### src/rtl/spi_regs_pkg.sv
// spi_regs_pkg: shared FSM state type and register-map constants for the SPI register slave.
package spi_regs_pkg;
    typedef enum logic [1:0] {IDLE, CMD, DATA} state_t;
    localparam logic [6:0] ADDR_ID   = 7'd0;
    localparam logic [6:0] ADDR_CTRL = 7'd1;
    function automatic int gpio_out_base();
        return int'(ADDR_CTRL) + 1;
    endfunction
    function automatic int gpio_in_base(int g);
        return gpio_out_base() + g;
    endfunction
endpackage

### src/rtl/spi_regs_slave_if.sv
// spi_regs_slave_if: four-wire SPI bus between a master and the register slave.
interface spi_regs_slave_if;
    logic ss;
    logic sclk;
    logic mosi;
    logic miso;
    modport master(output ss, sclk, mosi, input miso);
    modport slave(input ss, sclk, mosi, output miso);
endinterface

### src/rtl/spi_sync_edge.sv
// spi_sync_edge: multi-flop synchroniser with rise/fall detection on the synchronised level.
module spi_sync_edge #(
    parameter int STAGES = 2
) (
    input  logic sys_clk,
    input  logic rst_n,
    input  logic d,
    output logic q,
    output logic rise,
    output logic fall
);
    logic [STAGES-1:0] sr;
    logic q_d;
    always_ff @(posedge sys_clk) begin
        if (!rst_n) begin
            sr  <= '0;
            q_d <= 1'b0;
        end else begin
            sr  <= {sr[STAGES-2:0], d};
            q_d <= q;
        end
    end
    assign q    = sr[STAGES-1];
    assign rise = q & ~q_d;
    assign fall = ~q & q_d;
endmodule

### src/rtl/spi_regs_slave.sv
// spi_regs_slave: SPI slave (modes 0-3) exposing ID, CTRL and little-endian GPIO byte registers.
module spi_regs_slave
    import spi_regs_pkg::*;
#(
    parameter int         N_GPIO      = 8,
    parameter int         SYNC_STAGES = 2,
    parameter logic [7:0] ID_VAL      = 8'hA5
) (
    input  logic              sys_clk,
    input  logic              rst_n,
    spi_regs_slave_if.slave   spi,
    input  logic [N_GPIO-1:0] gpio_in,
    output logic [N_GPIO-1:0] gpio_out,
    output logic              busy,
    output logic              wr_pulse
);
    localparam int         G        = N_GPIO / 8;
    localparam logic [6:0] OUT_BASE = 7'(gpio_out_base());
    localparam logic [6:0] IN_BASE  = 7'(gpio_in_base(G));
    localparam logic [6:0] LAST     = 7'(gpio_in_base(G) + G - 1);

    state_t state, state_nxt;
    logic ss_q, ss_rise, ss_fall, sclk_q, sclk_rise, sclk_fall;
    logic [SYNC_STAGES-1:0] mosi_sr;
    logic [SYNC_STAGES:0] settle;
    logic armed, wr, skip, soft_rst;
    logic [1:0] ctrl, mode;
    logic [2:0] bit_cnt;
    logic [6:0] addr, addr_nxt, ld_addr;
    logic [7:0] rx, rx_byte, tx, rd_byte;
    logic start, active, sclk_edge, lead, trail, samp, shft, byte_done, do_load, do_wr, wr_ok;

    spi_sync_edge #(.STAGES(SYNC_STAGES)) u_ss (
        .sys_clk(sys_clk), .rst_n(rst_n), .d(spi.ss), .q(ss_q), .rise(ss_rise), .fall(ss_fall)
    );
    spi_sync_edge #(.STAGES(SYNC_STAGES)) u_sclk (
        .sys_clk(sys_clk), .rst_n(rst_n), .d(spi.sclk), .q(sclk_q), .rise(sclk_rise), .fall(sclk_fall)
    );

    assign busy      = ss_q;
    assign spi.miso  = ss_q & ~wr & tx[7];
    assign start     = state == IDLE && ss_rise && armed;
    assign active    = ss_q && state != IDLE;
    // A leading edge moves sclk away from its CPOL idle level
    assign sclk_edge = sclk_rise | sclk_fall;
    assign lead      = sclk_edge & (sclk_q ^ mode[1]);
    assign trail     = sclk_edge & ~(sclk_q ^ mode[1]);
    assign samp      = active & (mode[0] ? trail : lead);
    assign shft      = active & (mode[0] ? lead : trail);
    assign rx_byte   = {rx[6:0], mosi_sr[SYNC_STAGES-1]};
    assign byte_done = samp && bit_cnt == 3'd7;
    assign addr_nxt  = addr >= LAST ? 7'd0 : addr + 7'd1;
    assign ld_addr   = state == CMD ? rx_byte[6:0] : addr_nxt;
    assign do_load   = byte_done && (state == CMD ? !rx_byte[7] : !wr);
    assign do_wr     = byte_done && state == DATA && wr;
    assign wr_ok     = addr == ADDR_CTRL || (addr >= OUT_BASE && addr < IN_BASE);

    always_comb begin
        rd_byte = ld_addr == ADDR_ID ? ID_VAL : ld_addr == ADDR_CTRL ? {6'd0, ctrl} : 8'h00;
        for (int i = 0; i < G; i++) begin
            if (ld_addr == OUT_BASE + 7'(i)) rd_byte = gpio_out[8*i +: 8];
            if (ld_addr == IN_BASE + 7'(i)) rd_byte = gpio_in[8*i +: 8];
        end
    end

    always_comb begin
        state_nxt = ss_fall ? IDLE : start ? CMD : (state == CMD && byte_done) ? DATA : state;
    end

    always_ff @(posedge sys_clk) begin
        state <= !rst_n ? IDLE : state_nxt;
    end

    always_ff @(posedge sys_clk) begin
        if (!rst_n) begin
            mosi_sr  <= '0;
            settle   <= '0;
            armed    <= 1'b0;
            mode     <= 2'd0;
            ctrl     <= 2'd0;
            gpio_out <= '0;
            wr_pulse <= 1'b0;
            soft_rst <= 1'b0;
            bit_cnt  <= 3'd0;
            addr     <= 7'd0;
            rx       <= 8'h00;
            tx       <= 8'h00;
            skip     <= 1'b0;
            wr       <= 1'b0;
        end else begin
            mosi_sr  <= {mosi_sr[SYNC_STAGES-2:0], spi.mosi};
            // A frame is accepted only after a genuine low level of ss has been observed
            settle   <= {settle[SYNC_STAGES-1:0], 1'b1};
            armed    <= armed | (settle[SYNC_STAGES] & ~ss_q);
            wr_pulse <= do_wr & wr_ok;
            soft_rst <= do_wr && addr == ADDR_CTRL && rx_byte[7];
            if (start) begin
                mode    <= ctrl;
                bit_cnt <= 3'd0;
                rx      <= 8'h00;
                tx      <= 8'h00;
                skip    <= 1'b0;
                wr      <= 1'b0;
            end
            if (samp) begin
                rx      <= rx_byte;
                bit_cnt <= bit_cnt + 3'd1;
            end
            if (byte_done && state == CMD) begin
                wr   <= rx_byte[7];
                addr <= rx_byte[6:0];
            end
            if (byte_done && state == DATA) addr <= addr_nxt;
            // The first shift edge after a load presents bit 7 rather than shifting past it
            if (do_load) begin
                tx   <= rd_byte;
                skip <= 1'b1;
            end else if (shft) begin
                tx   <= skip ? tx : {tx[6:0], 1'b0};
                skip <= 1'b0;
            end
            if (do_wr && addr == ADDR_CTRL) ctrl <= rx_byte[1:0];
            for (int i = 0; i < G; i++)
                if (do_wr && addr == OUT_BASE + 7'(i)) gpio_out[8*i +: 8] <= rx_byte;
            if (soft_rst) begin
                ctrl     <= 2'd0;
                gpio_out <= '0;
            end
        end
    end
endmodule

### src/flat_wrapper.sv
// flat-port wrapper written by rule: the top's interface ports become plain ports
module spi_regs_slave_flat import spi_regs_pkg::*;
#(
    parameter int         N_GPIO      = 8,
    parameter int         SYNC_STAGES = 2,
    parameter logic [7:0] ID_VAL      = 8'hA5
)
  (sys_clk, rst_n, gpio_in, gpio_out, busy, wr_pulse, spi_ss, spi_sclk, spi_mosi, spi_miso);
  spi_regs_slave_if spi_i ();
  input  logic sys_clk;
  input  logic rst_n;
  input  logic [N_GPIO-1:0] gpio_in;
  output logic [N_GPIO-1:0] gpio_out;
  output logic busy;
  output logic wr_pulse;
  input wire logic [$bits(spi_i.ss)-1:0] spi_ss;
  input wire logic [$bits(spi_i.sclk)-1:0] spi_sclk;
  input wire logic [$bits(spi_i.mosi)-1:0] spi_mosi;
  output wire logic [$bits(spi_i.miso)-1:0] spi_miso;
  assign spi_i.ss = spi_ss;
  assign spi_i.sclk = spi_sclk;
  assign spi_i.mosi = spi_mosi;
  assign spi_miso = spi_i.miso;
  spi_regs_slave #(.N_GPIO(N_GPIO), .SYNC_STAGES(SYNC_STAGES), .ID_VAL(ID_VAL)) u_core (.sys_clk(sys_clk), .rst_n(rst_n), .spi(spi_i), .gpio_in(gpio_in), .gpio_out(gpio_out), .busy(busy), .wr_pulse(wr_pulse));
endmodule
### config.mk
export PLATFORM = sky130hd
export DESIGN_NAME = spi_regs_slave_flat
export DESIGN_NICKNAME = d
export VERILOG_FILES = /design/src/rtl/spi_regs_pkg.sv /design/src/rtl/spi_regs_slave_if.sv /design/src/rtl/spi_sync_edge.sv /design/src/rtl/spi_regs_slave.sv /design/src/flat_wrapper.sv
export SDC_FILE = /design/constraint.sdc
export NUM_CORES = 1
export LEC_CHECK = 0
export CAP_MARGIN = 30
export CORE_ASPECT_RATIO = 1.2
export CORE_MARGIN = 10
export CORE_UTILIZATION = 35
export CTS_CLUSTER_DIAMETER = 50
export DETAILED_ROUTE_END_ITERATION = 16
export GPL_ROUTABILITY_DRIVEN = 0
export PLACE_DENSITY = 0.58
export SLEW_MARGIN = 40
export SYNTH_ARGS = -nofsm -noshare
export SYNTH_HDL_FRONTEND = slang
export SYNTH_HIERARCHICAL = 1
export SYNTH_SLANG_ARGS = --single-unit
### constraint.sdc
create_clock -name sys_clk -period 1.9 [get_ports sys_clk]
set_clock_uncertainty 0.1 [all_clocks]
set_input_delay 0.38 -clock sys_clk [delete_from_list [all_inputs] [get_ports sys_clk]]
set_output_delay 0.38 -clock sys_clk [all_outputs]
set_load 0.01 [all_outputs]
# --- Word-level counts from Yosys, hierarchy flattened ---
# Index checks and enable logic that the tools add are counted.
totals:
  regBits: 55
  latchBits: 0
  mem_bits_rw: 0
  rom_bits: 0
  output_inout_bits: 11
  word_cells: 108
  n_memories: 0
classes:
  add_sub_neg: 2
  mul: 0
  div_mod_pow: 0
  magnitude_cmp: 3
  eq_ne: 9
  shift: 0
  mux: 25
  n_bitwise: 22
  reduce_logical: 26
op_table:
  columns: ["cell", "count"]
  rows:
  - ["$mux 8", 7]
  - ["$mux 7", 5]
  - ["$eq 7x2->1 const B", 3]
  - ["$eq 7x1->1 const B", 2]
  - ["$ge 7x2->1 const B", 2]
  - ["$and 1x1->1", 12]
  - ["$logic_and 1x1->1", 12]
  - ["$mux 1", 10]
  - ["$reduce_bool 2->1", 4]
  - ["$add 7x1->7 const B", 1]
  - ["$logic_not 7->1", 1]
  - ["$lt 7x2->1 const B", 1]
  - ["$not 1->1", 7]
  - ["$mux 3", 2]
  - ["$reduce_or 2->1", 2]
  - ["$add 3x1->3 const B", 1]
  - ["$eq 3x3->1 const B", 1]
  - ["$ne 3x3->1 const B", 1]
  - ["$reduce_bool 3->1", 1]
  - ["$reduce_or 3->1", 1]
  - ["$eq 2x1->1 const B", 1]
  - ["$eq 2x2->1 const B", 1]
  - ["$logic_not 1->1", 2]
  - ["$logic_not 2->1", 1]
  - ["5 further kinds", 6]

# --- Depth between registers and ports, before layout ---
logic_depth:
  depth_word: 11
  mapped_depth: 8
  ltp_nobuf: 7

# --- Hierarchy ---
# Netlist, hierarchy kept.
by_module_without_submodules:
  columns: ["module", "instances", "cells_each", "area_per_inst_um2"]
  rows:
  - ["spi_regs_slave", 1, 269, 2447.3]
  - ["spi_sync_edge", 2, 8, 91.3]

# --- Worst setup path after synthesis ---
# OpenSTA, ideal clock, no wires.
synth_timing:
  path_kind: "reg-to-reg"
  start: "register u_core.addr[0]"
  end: "register u_core.tx[1]"
  setup_time_ns: 0.061
  arrival_ns: 1.948
  required_time_ns: 1.739
  path_slack_ns: -0.209
  path_stages_with_launch: 8
  period_less_slack_ns: 2.109
  path_cell_list: "dfxtp_1 -> inv_1 -> ha_1 -> a211oi_1 -> and4_1 -> o21ai_1 -> a2111oi_1 -> o221a_1"
synth_between:
  elab_chain_cells: 9
  elab_cells_between_ends: 13
  classes_between: "1 x add/sub; 1 x order compare; 3 x eq/ne; 7 x mux; 1 x reduce/logical"
synth_rtl:
  columns: ["element", "line_no", "rtl"]
  rows:
  - ["start: declaration", "spi_regs_slave.sv:29", "logic [6:0] addr, addr_nxt, ld_addr;"]
  - ["start signal: assignment", "spi_regs_slave.sv:111", "addr <= rx_byte[6:0];"]
  - ["start signal: assignment", "spi_regs_slave.sv:113", "if (byte_done && state == DATA) addr <= addr_nxt;"]
  - ["$add 7x1->7 / $ge 7x2->1 (equally long branches)", "spi_regs_slave.sv:52", "assign addr_nxt = addr >= LAST ? 7'd0 : addr + 7'd1;"]
  - ["$mux 7 *", "spi_regs_slave.sv:52", null]
  - ["$mux 7 *", "spi_regs_slave.sv:53", "assign ld_addr = state == CMD ? rx_byte[6:0] : addr_nxt;"]
  - ["$eq 7x1->1", "spi_regs_slave.sv:59", "rd_byte = ld_addr == ADDR_ID ? ID_VAL : ld_addr == ADDR_CTRL ? {6'd0, ctrl} : 8'h00;"]
  - ["$mux 2", "spi_regs_slave.sv:59", null]
  - ["$mux 8", "spi_regs_slave.sv:59", null]
  - ["$mux 8", "spi_regs_slave.sv:61", "if (ld_addr == OUT_BASE + 7'(i)) rd_byte = gpio_out[8*i +: 8];"]
  - ["$mux 8 *", "spi_regs_slave.sv:62", "if (ld_addr == IN_BASE + 7'(i)) rd_byte = gpio_in[8*i +: 8];"]
  - ["$mux 8 *", "spi_regs_slave.sv:115", "if (do_load) begin"]
  - ["end signal: assignment", "spi_regs_slave.sv:116", "tx <= rd_byte;"]
  - ["end signal: assignment", "spi_regs_slave.sv:119", "tx <= skip ? tx : {tx[6:0], 1'b0};"]
  - ["end: declaration", "spi_regs_slave.sv:30", "logic [7:0] rx, rx_byte, tx, rd_byte;"]
# Every way passes the cells marked *; elsewhere a longest branch is shown, timed or not.
# A chain may end at the register's enable or synchronous reset.

# --- Final worst setup path ---
layout_timing:
  start: "register u_core.rx[5]"
  end: "register u_core.tx[1]"
layout_between:
  elab_chain_cells: 7
  elab_cells_between_ends: 10
  classes_between: "3 x eq/ne; 6 x mux; 1 x reduce/logical"
layout_rtl:
  columns: ["element", "line_no", "rtl"]
  rows:
  - ["start: declaration", "spi_regs_slave.sv:30", null]
  - ["start signal: assignment", "spi_regs_slave.sv:106", "rx <= rx_byte;"]
  - ["$mux 7 *", "spi_regs_slave.sv:53", null]
  - ["$eq 7x1->1", "spi_regs_slave.sv:59", null]
  - ["$mux 2", "spi_regs_slave.sv:59", null]
  - ["$mux 8", "spi_regs_slave.sv:59", null]
  - ["$mux 8", "spi_regs_slave.sv:61", null]
  - ["$mux 8 *", "spi_regs_slave.sv:62", null]
  - ["$mux 8 *", "spi_regs_slave.sv:115", null]
# Marked as above.

==> metrics.md <==
| Metric | Value |
|---|---|
| CTS Sinks | `between 50 and 60` |
| Min-delay worst type | `reg2reg` |
| Die Y | `between 100 and 150 µm` |
| Final TNS setup | `-0.608 ns` |
| Filler instances | `approximately 670` |
| Drc violations | `0` |
| Sum of buffers and inverters on the critical path | `0` |
| Die ar. | `about 11000 µm²` |
| Worst Setup End Kind | `register` |
| Mapped cell area | `2630 µm²` |
| Largest net degree at the start of global routing | `34` |
| Total CTS buffers | `5` |
| Grt total ovfl | `0` |
| Most used DFF post-synth | `dfxtp_1` |
| Post-route ant nets | `0` |
| Port Buf Inserts | `23` |
| Final std cells w/o fill | `about 460` |
| Setup ws final | `-0.112 ns` |
| Setup WS pre-CTS | `-0.266 ns` |
| Syn Nets | `303` |
| Top cell type's share of synthesized area | `41.9%` |
| Final min period | `slightly above 2 ns` |
| Cell leakage power | `1.48 nW` |
| Asr flop ratio synth | `0%` |
| Max-Cap Viols | `0` |
| Top cells by area, synth | `dfxtp_1, mux2i_1, and2_1` |
| Final nets | `between 300 and 400` |
| Fin. max-slew vios | `0` |
| Post-synthesis sequential element count | `55` |
| Register area | `1120 µm²` |
| DIE WIDTH | `around 100 µm` |
| Synth warn | `6` |
| Number of library cell types mapped by synthesis | `57` |
| Slew @ Worst Pin | `roughly 0.44 ns` |
| Antenna violations before repair | `0` |
| Initial detailed-routing violation count | `about 110` |
| Overall Power | `between 0.0015 and 0.002 W` |
| Area growth, synth to finish | `46.7%` |
| Crit start category | `register` |
| Synth cell count leaders | `dfxtp_1, nand2_1, and2_1` |
| Final setup fails | `8` |
| Most numerous cell in the Yosys netlist | `dfxtp_1` |
| CP Cell Sequence | `or4_4 > or3_4 > a211oi_4 > a2111oi_4 > o221a_1` |
| Status | `complete, but fails checks` |
| Failing checks | `negative setup slack` |
| # rows | `34` |
| CTS Hold Buffers Added | `0` |
| Layout cells sized above 1 | `between 30% and 40%` |
| CTS H-Tree Depth | `2` |
| RSZ-0062 raised after global routing | `true` |
| Max clock buf depth | `2` |
| Placed Instances | `roughly 430` |
| Mean routed wirelength per cell | `between 15 and 20 µm` |
| Pwr/cell area | `a little over 500 nW/µm²` |
| DP Area | `about 3300 µm²` |
| Post-synthesis cell count | `approximately 290` |
| Relative slew slack | `a little over two thirds` |
| Sequential area share after synthesis | `around two fifths` |
| EDFF count, synth | `0` |
| CTS tree | `done` |
| Worst-skew pair later-pin latency | `approximately 0.32 ns` |
| Via count | `between 2000 and 2500` |
| Hold Fails Final Rpt | `0` |
| Fin crit share | `106%` |
| Clock Pin Slew Worst Setup and Hold Paths | `roughly 0.10 ns` |
| I/O pins | `24` |
| Routed wire length | `between 7000 and 8000 µm` |
| Required @ worst endpoint | `2.02 ns` |
| Largest stage delay on the critical path | `0.57 ns` |
| Flop2flop setup slack | `-0.11 ns` |
| Max stage delay cell, worst path | `or4_4` |
| CORE AREA | `about 7300 µm²` |
| Cell taking the most area after synthesis | `dfxtp_1` |
| First-pass GRT wire length | `11400 µm` |
| VDD IR max | `around 0.30 mV` |
| Crit Path Class | `reg2reg` |
| Vias in the first global route | `2286` |
| Final Cell Area | `3860 µm²` |
| Critical path's top delay family | `simple AND/OR/NAND/NOR gates` |
| Pre-antenna DRT Iters | `5` |
| Total track usage | `between 10 and 15%` |
| F_max | `497 MHz` |
| Critical Path AT | `2.13 ns` |
| Clk root buf | `clkbuf_8` |
| Top fanout value on the critical path | `4` |
| Starting Density | `36.2%` |
| N_diodes | `0` |
| Mean post-synth cell area | `between 9 and 10 µm²` |
| Via density | `5.23` |
| Area occupied by multi-input gates | `1710 µm²` |
| DP HPWL | `roughly 5200 µm` |
layer usage:
metal / share of wire, % / global-route usage [%]
met5: 0 / 0
met4: 1.3 / 4.31
met3: 2.5 / 1.68
met2: 52 / 22.1
met1: 44 / 14.0
kinds of logic after synthesis:
family / share of synthesized area (%)
flops: 41.9
simple gates: 25.3
xor+xnor: 1.76
mux: 6.09
compound gates: 19.9
fa+ha+maj: 2.38
buf+inv: 2.66
where the power goes:
part | switching, W | internal, W
Clock | 0.000412 | 0.000265
Sequential | 0.00000577 | 0.00116
Combinational | 0.0000469 | 0.0000629
Total | 0.000465 | 0.00149
metrics by stage:
step	util, %	hold WS, ns
4_1_cts	49.8	0.345
2_1_floorplan	-	0.308
3_5_place_dp	46.0	0.319
3_3_place_gp	45.9	0.314
5_1_grt	53.0	0.366
6_report	53.0	0.343
flip-flops by register name (all words and copies together) (netlist names), 2 cells and up:
register	cells
u_core/gpio_out	8
u_core/tx	8
u_core/addr	7
u_core/rx	7
u_core/bit_cnt	3
u_core/settle	3
u_core/ctrl	2
u_core/mode	2
u_core/mosi_sr	2
u_core/state	2
u_core/u_sclk/sr	2
u_core/u_ss/sr	2
layout make-up:
type                            count  area share [%]
Timing Repair Buffer               86            20.9
Multi-Input combinational cell    214            44.4
Sequential cell                    55            29.0
Clock inverter                      3           0.649
Tap cell                           90            2.92
Inverter                            4           0.389
Clock buffer                        5            1.78
what timing repair did:
action / 4_1_cts / 5_1_grt
setup endpoints to repair: 23 / 18
buffers inserted: 6 / 9
cloned: 1 / 1
resized for setup: 35 / 32
endpoints found under the hold margin: 0 / 0
pin swaps: 12 / 25
cell usage in the layout, fill, tap and decap left out, drive strengths merged, types with 4 or more instances in the layout:
master / synthesis / final
buf: 6 / 62
dfxtp: 55 / 55
nand2: 32 / 32
clkdlybuf4s50: 0 / 22
and2: 22 / 22
nor2: 21 / 21
o21ai: 18 / 18
mux2i: 16 / 16
nor2b: 15 / 15
a21oi: 8 / 8
o211ai: 6 / 6
a22oi: 6 / 6
clkbuf: 7 / 6
nand3: 6 / 6
o31ai: 6 / 6
ha: 5 / 5
inv: 4 / 4
nand4: 4 / 4
path summary, 6_finish.rpt:
check | start | to | cells after the start
worst min-delay path | u_core/u_sclk/sr[0] | u_core/u_sclk/sr[1] | 1
worst max register to register | u_core/rx[5] | u_core/tx[1] | 5
worst min register to register | u_core/u_sclk/sr[0] | u_core/u_sclk/sr[1] | 1
worst max-delay path | u_core/rx[5] | u_core/tx[1] | 5
Note: power is estimated with default switching activity, not from simulation.
==> patch, RTL diff (same flow settings) <==
Reset style: asynchronous (`rst_n`), changed in 2 clocked blocks.
--- a/src/rtl/spi_sync_edge.sv
+++ b/src/rtl/spi_sync_edge.sv
@@ -13,3 +13,3 @@
     logic q_d;
-    always_ff @(posedge sys_clk) begin
+    always_ff @(posedge sys_clk or negedge rst_n) begin
         if (!rst_n) begin
--- a/src/rtl/spi_regs_slave.sv
+++ b/src/rtl/spi_regs_slave.sv
@@ -73,3 +73,3 @@
 
-    always_ff @(posedge sys_clk) begin
+    always_ff @(posedge sys_clk or negedge rst_n) begin
         if (!rst_n) begin
Function: differs if rst_n is asserted again (counterexample within 4 cycles, from zero or initial values and one cycle with rst_n low); with rst_n held inactive, the same outputs for 10 cycles.
==> patch against the original RTL <==
  * The flow still finishes with violations (negative setup slack)
  * Sequential cell count stayed put
  * First-iteration DRC count is 7.1% higher
  * Count of clock-buffer cells in the layout stayed put
  * Cell area is 3.2% lower
  * Setup slack better by 33 ps
  * Non-clock buffer count is 1 lower
  * Combinational power is 40% higher
  * Power is 5.8% higher
  * Routed wire length is 1.6% higher
  * Synthesized area is 3.9% higher
  * Critical endpoint is now u_core/tx[6]
  * Largest power group unchanged
==> patch: results (changes against the original RTL) <==
- The final number of setup-violating endpoints is 18 (+10).
* Post-Syn Nets: 297 (-2.0%)
* Synth area leaders: sky130_fd_sc_hd__dfrtp_1 (49%), sky130_fd_sc_hd__nand2_1 (6.2%), sky130_fd_sc_hd__mux2i_1 (3.7%), sky130_fd_sc_hd__a22o_1 (3.2%), sky130_fd_sc_hd__nor2_1 (2.6%)
- The peak ir drop on the vdd network was 0.0003479 V (+17%).
- HPWL Detailed: 5475 µm (+5.2%)
- The min-delay analysis places its worst path in the category in2async.
- The final reports fail on negative setup slack.
- The startpoint identified for the worst register-to-register timing path is u_core/addr[1].
* Sequential element share of the synthesized area: 50.00% (+8.1 points)
- Number of cells on the worst reg-to-reg path: 6 (+1)
* Via count of the first global-routing pass: 2319 (+1.4%)
* Placed inst area: 3453 µm² (+3.3%)
- Worst Path Arrival: 2100 ps (-30 ps)
* Comb pwr share: 7.4% (+1.8 points)
- On the critical path the largest part of the delay comes from compound AO/OA/AOI/OAI gates.
* Overall fraction of global-route tracks in use: 12.69% (+0.59 points)
* Violation count after the first detailed-routing iteration: 121 (+7.1%)
* Maximum number of pins on one net before global-route repair: 28 (-18%)
* Post-Place Cells: 435 (+0.69%)
- Drt pass-1 iters: 4 (-1)
* Synth Instances: 279 (-2.1%)
* First-pass GRT wire length: 11960 µm (+4.6%)
- Via density per instance: 5.296 (+1.3%)
* Final hold slack: 3.577 ps (-339.6 ps)
* Clock share of power: 34.2% (-0.4 points)
- Non-filler cells in the finished layout: 452 (-1.1%)
* Switching power share of the total: 25.63% (+1.8 points)
* Netlist cell types: 49 (-14%)
- The total wire length was 7404 µm (+1.6%).
* Least setup slack across all paths after layout: -79.26 ps (+33.02 ps)
- Filler cell count in the final layout: 736 (+10%)
- Cell with the largest stage delay on the worst path: sky130_fd_sc_hd__dfrtp_2
* Overall power: 2066 µW (+5.8%)
* Worst R2R End: u_core/tx[6]
- The number of input and output port buffers inserted is 23 (unchanged).
- The flow ran to the end, but the final reports show violations.
- CP peak stage delay: 460 ps (-110 ps)
* Fraction of layout instances using a drive strength above 1: 28.61% (-4.4 points)
- The proportion of register bits with asynchronous set or reset after synthesis was 96.36% (+96 points).
[patch: changes by cell type after synthesis, moves of 7 or more]
cell	delta
sky130_fd_sc_hd__dfxtp_1	-53
sky130_fd_sc_hd__nand2b_1	+7
sky130_fd_sc_hd__nor2b_1	-13
sky130_fd_sc_hd__inv_1	+7
sky130_fd_sc_hd__nand3_1	+8
sky130_fd_sc_hd__a22o_1	+9
sky130_fd_sc_hd__nand2_1	+13
sky130_fd_sc_hd__and2_1	-20
sky130_fd_sc_hd__dfrtp_1	+53
[patch: through the flow]
stage          util, %  TNS [ps]  setup WS (ps)
3_3_place_gp     45.06     -1212         -89.43
2_1_floorplan        -    -136.7         -54.04
4_1_cts          47.98    -694.3         -79.24
5_1_grt          48.75     -1908         -135.3
6_report         48.75    -683.2         -79.26
3_5_place_dp     45.06     -2033         -134.3
[patch: worst reg2reg max path, stage by stage, from the launching register on]
cell and delay, ps:
sky130_fd_sc_hd__dfrtp_2 460, sky130_fd_sc_hd__ha_4 290, sky130_fd_sc_hd__a211oi_4 40, sky130_fd_sc_hd__and4_4 160, sky130_fd_sc_hd__o211a_1 260, sky130_fd_sc_hd__a221o_1 350, sky130_fd_sc_hd__a32o_1 210
[patch: final cells by class]
class                           instances  area share (%)
Multi-Input combinational cell        201           37.61
Sequential cell                        55           36.67
Timing Repair Buffer                   85           18.96
Tap cell                               92           3.081
Clock buffer                            5           1.842
Inverter                               11           1.105
Clock inverter                          3          0.7368
[patch: layer usage]
layer / vias to the layer above / part of all wire (%) / track usage [%]
met2: 51 / 50 / 21.49
met4: 0 / 1.0 / 3.868
met1: 1183 / 44 / 15.90
met5: - / 0 / 0
met3: 8 / 4.3 / 2.408
li1: 1152 / - / -
[patch: what timing repair did]
action                                  in CTS  in global routing
gates cloned                                 0                  1
endpoints found under the setup margin      26                 28
setup buffers                                5                  3
pin swaps                                    6                  7
resized for setup                           24                 11
[patch: how the worst max path moves through the flow]
stage	from	to	depth (start not counted)
floorplan	u_core/addr[0]	u_core/tx[3]	6
global placement	u_core/addr[1]	u_core/tx[4]	6
detailed placement	u_core/addr[0]	u_core/tx[4]	6
CTS	u_core/addr[1]	u_core/tx[4]	6
global route	u_core/addr[0]	u_core/tx[4]	7
finish	u_core/addr[1]	u_core/tx[6]	6
[patch: kinds of logic (layout without fill, tap and decap cells)]
| kind of cell | count (synthesis) | in the layout | share of synthesized area, % |
|---|---|---|---|
| other | 1 | 1 | 0.1372 |
| DFF | 55 | 55 | 50.00 |
| xor gates and xnor gates | 1 | 1 | 0.9156 |
| muxes | 10 | 10 | 3.663 |
| buffers and inverters | 23 | 104 | 3.388 |
| and+or+nand+nor | 117 | 117 | 22.21 |
| adders and majority gates | 5 | 5 | 2.289 |
| AOI/OAI and AO/OA | 67 | 67 | 17.40 |
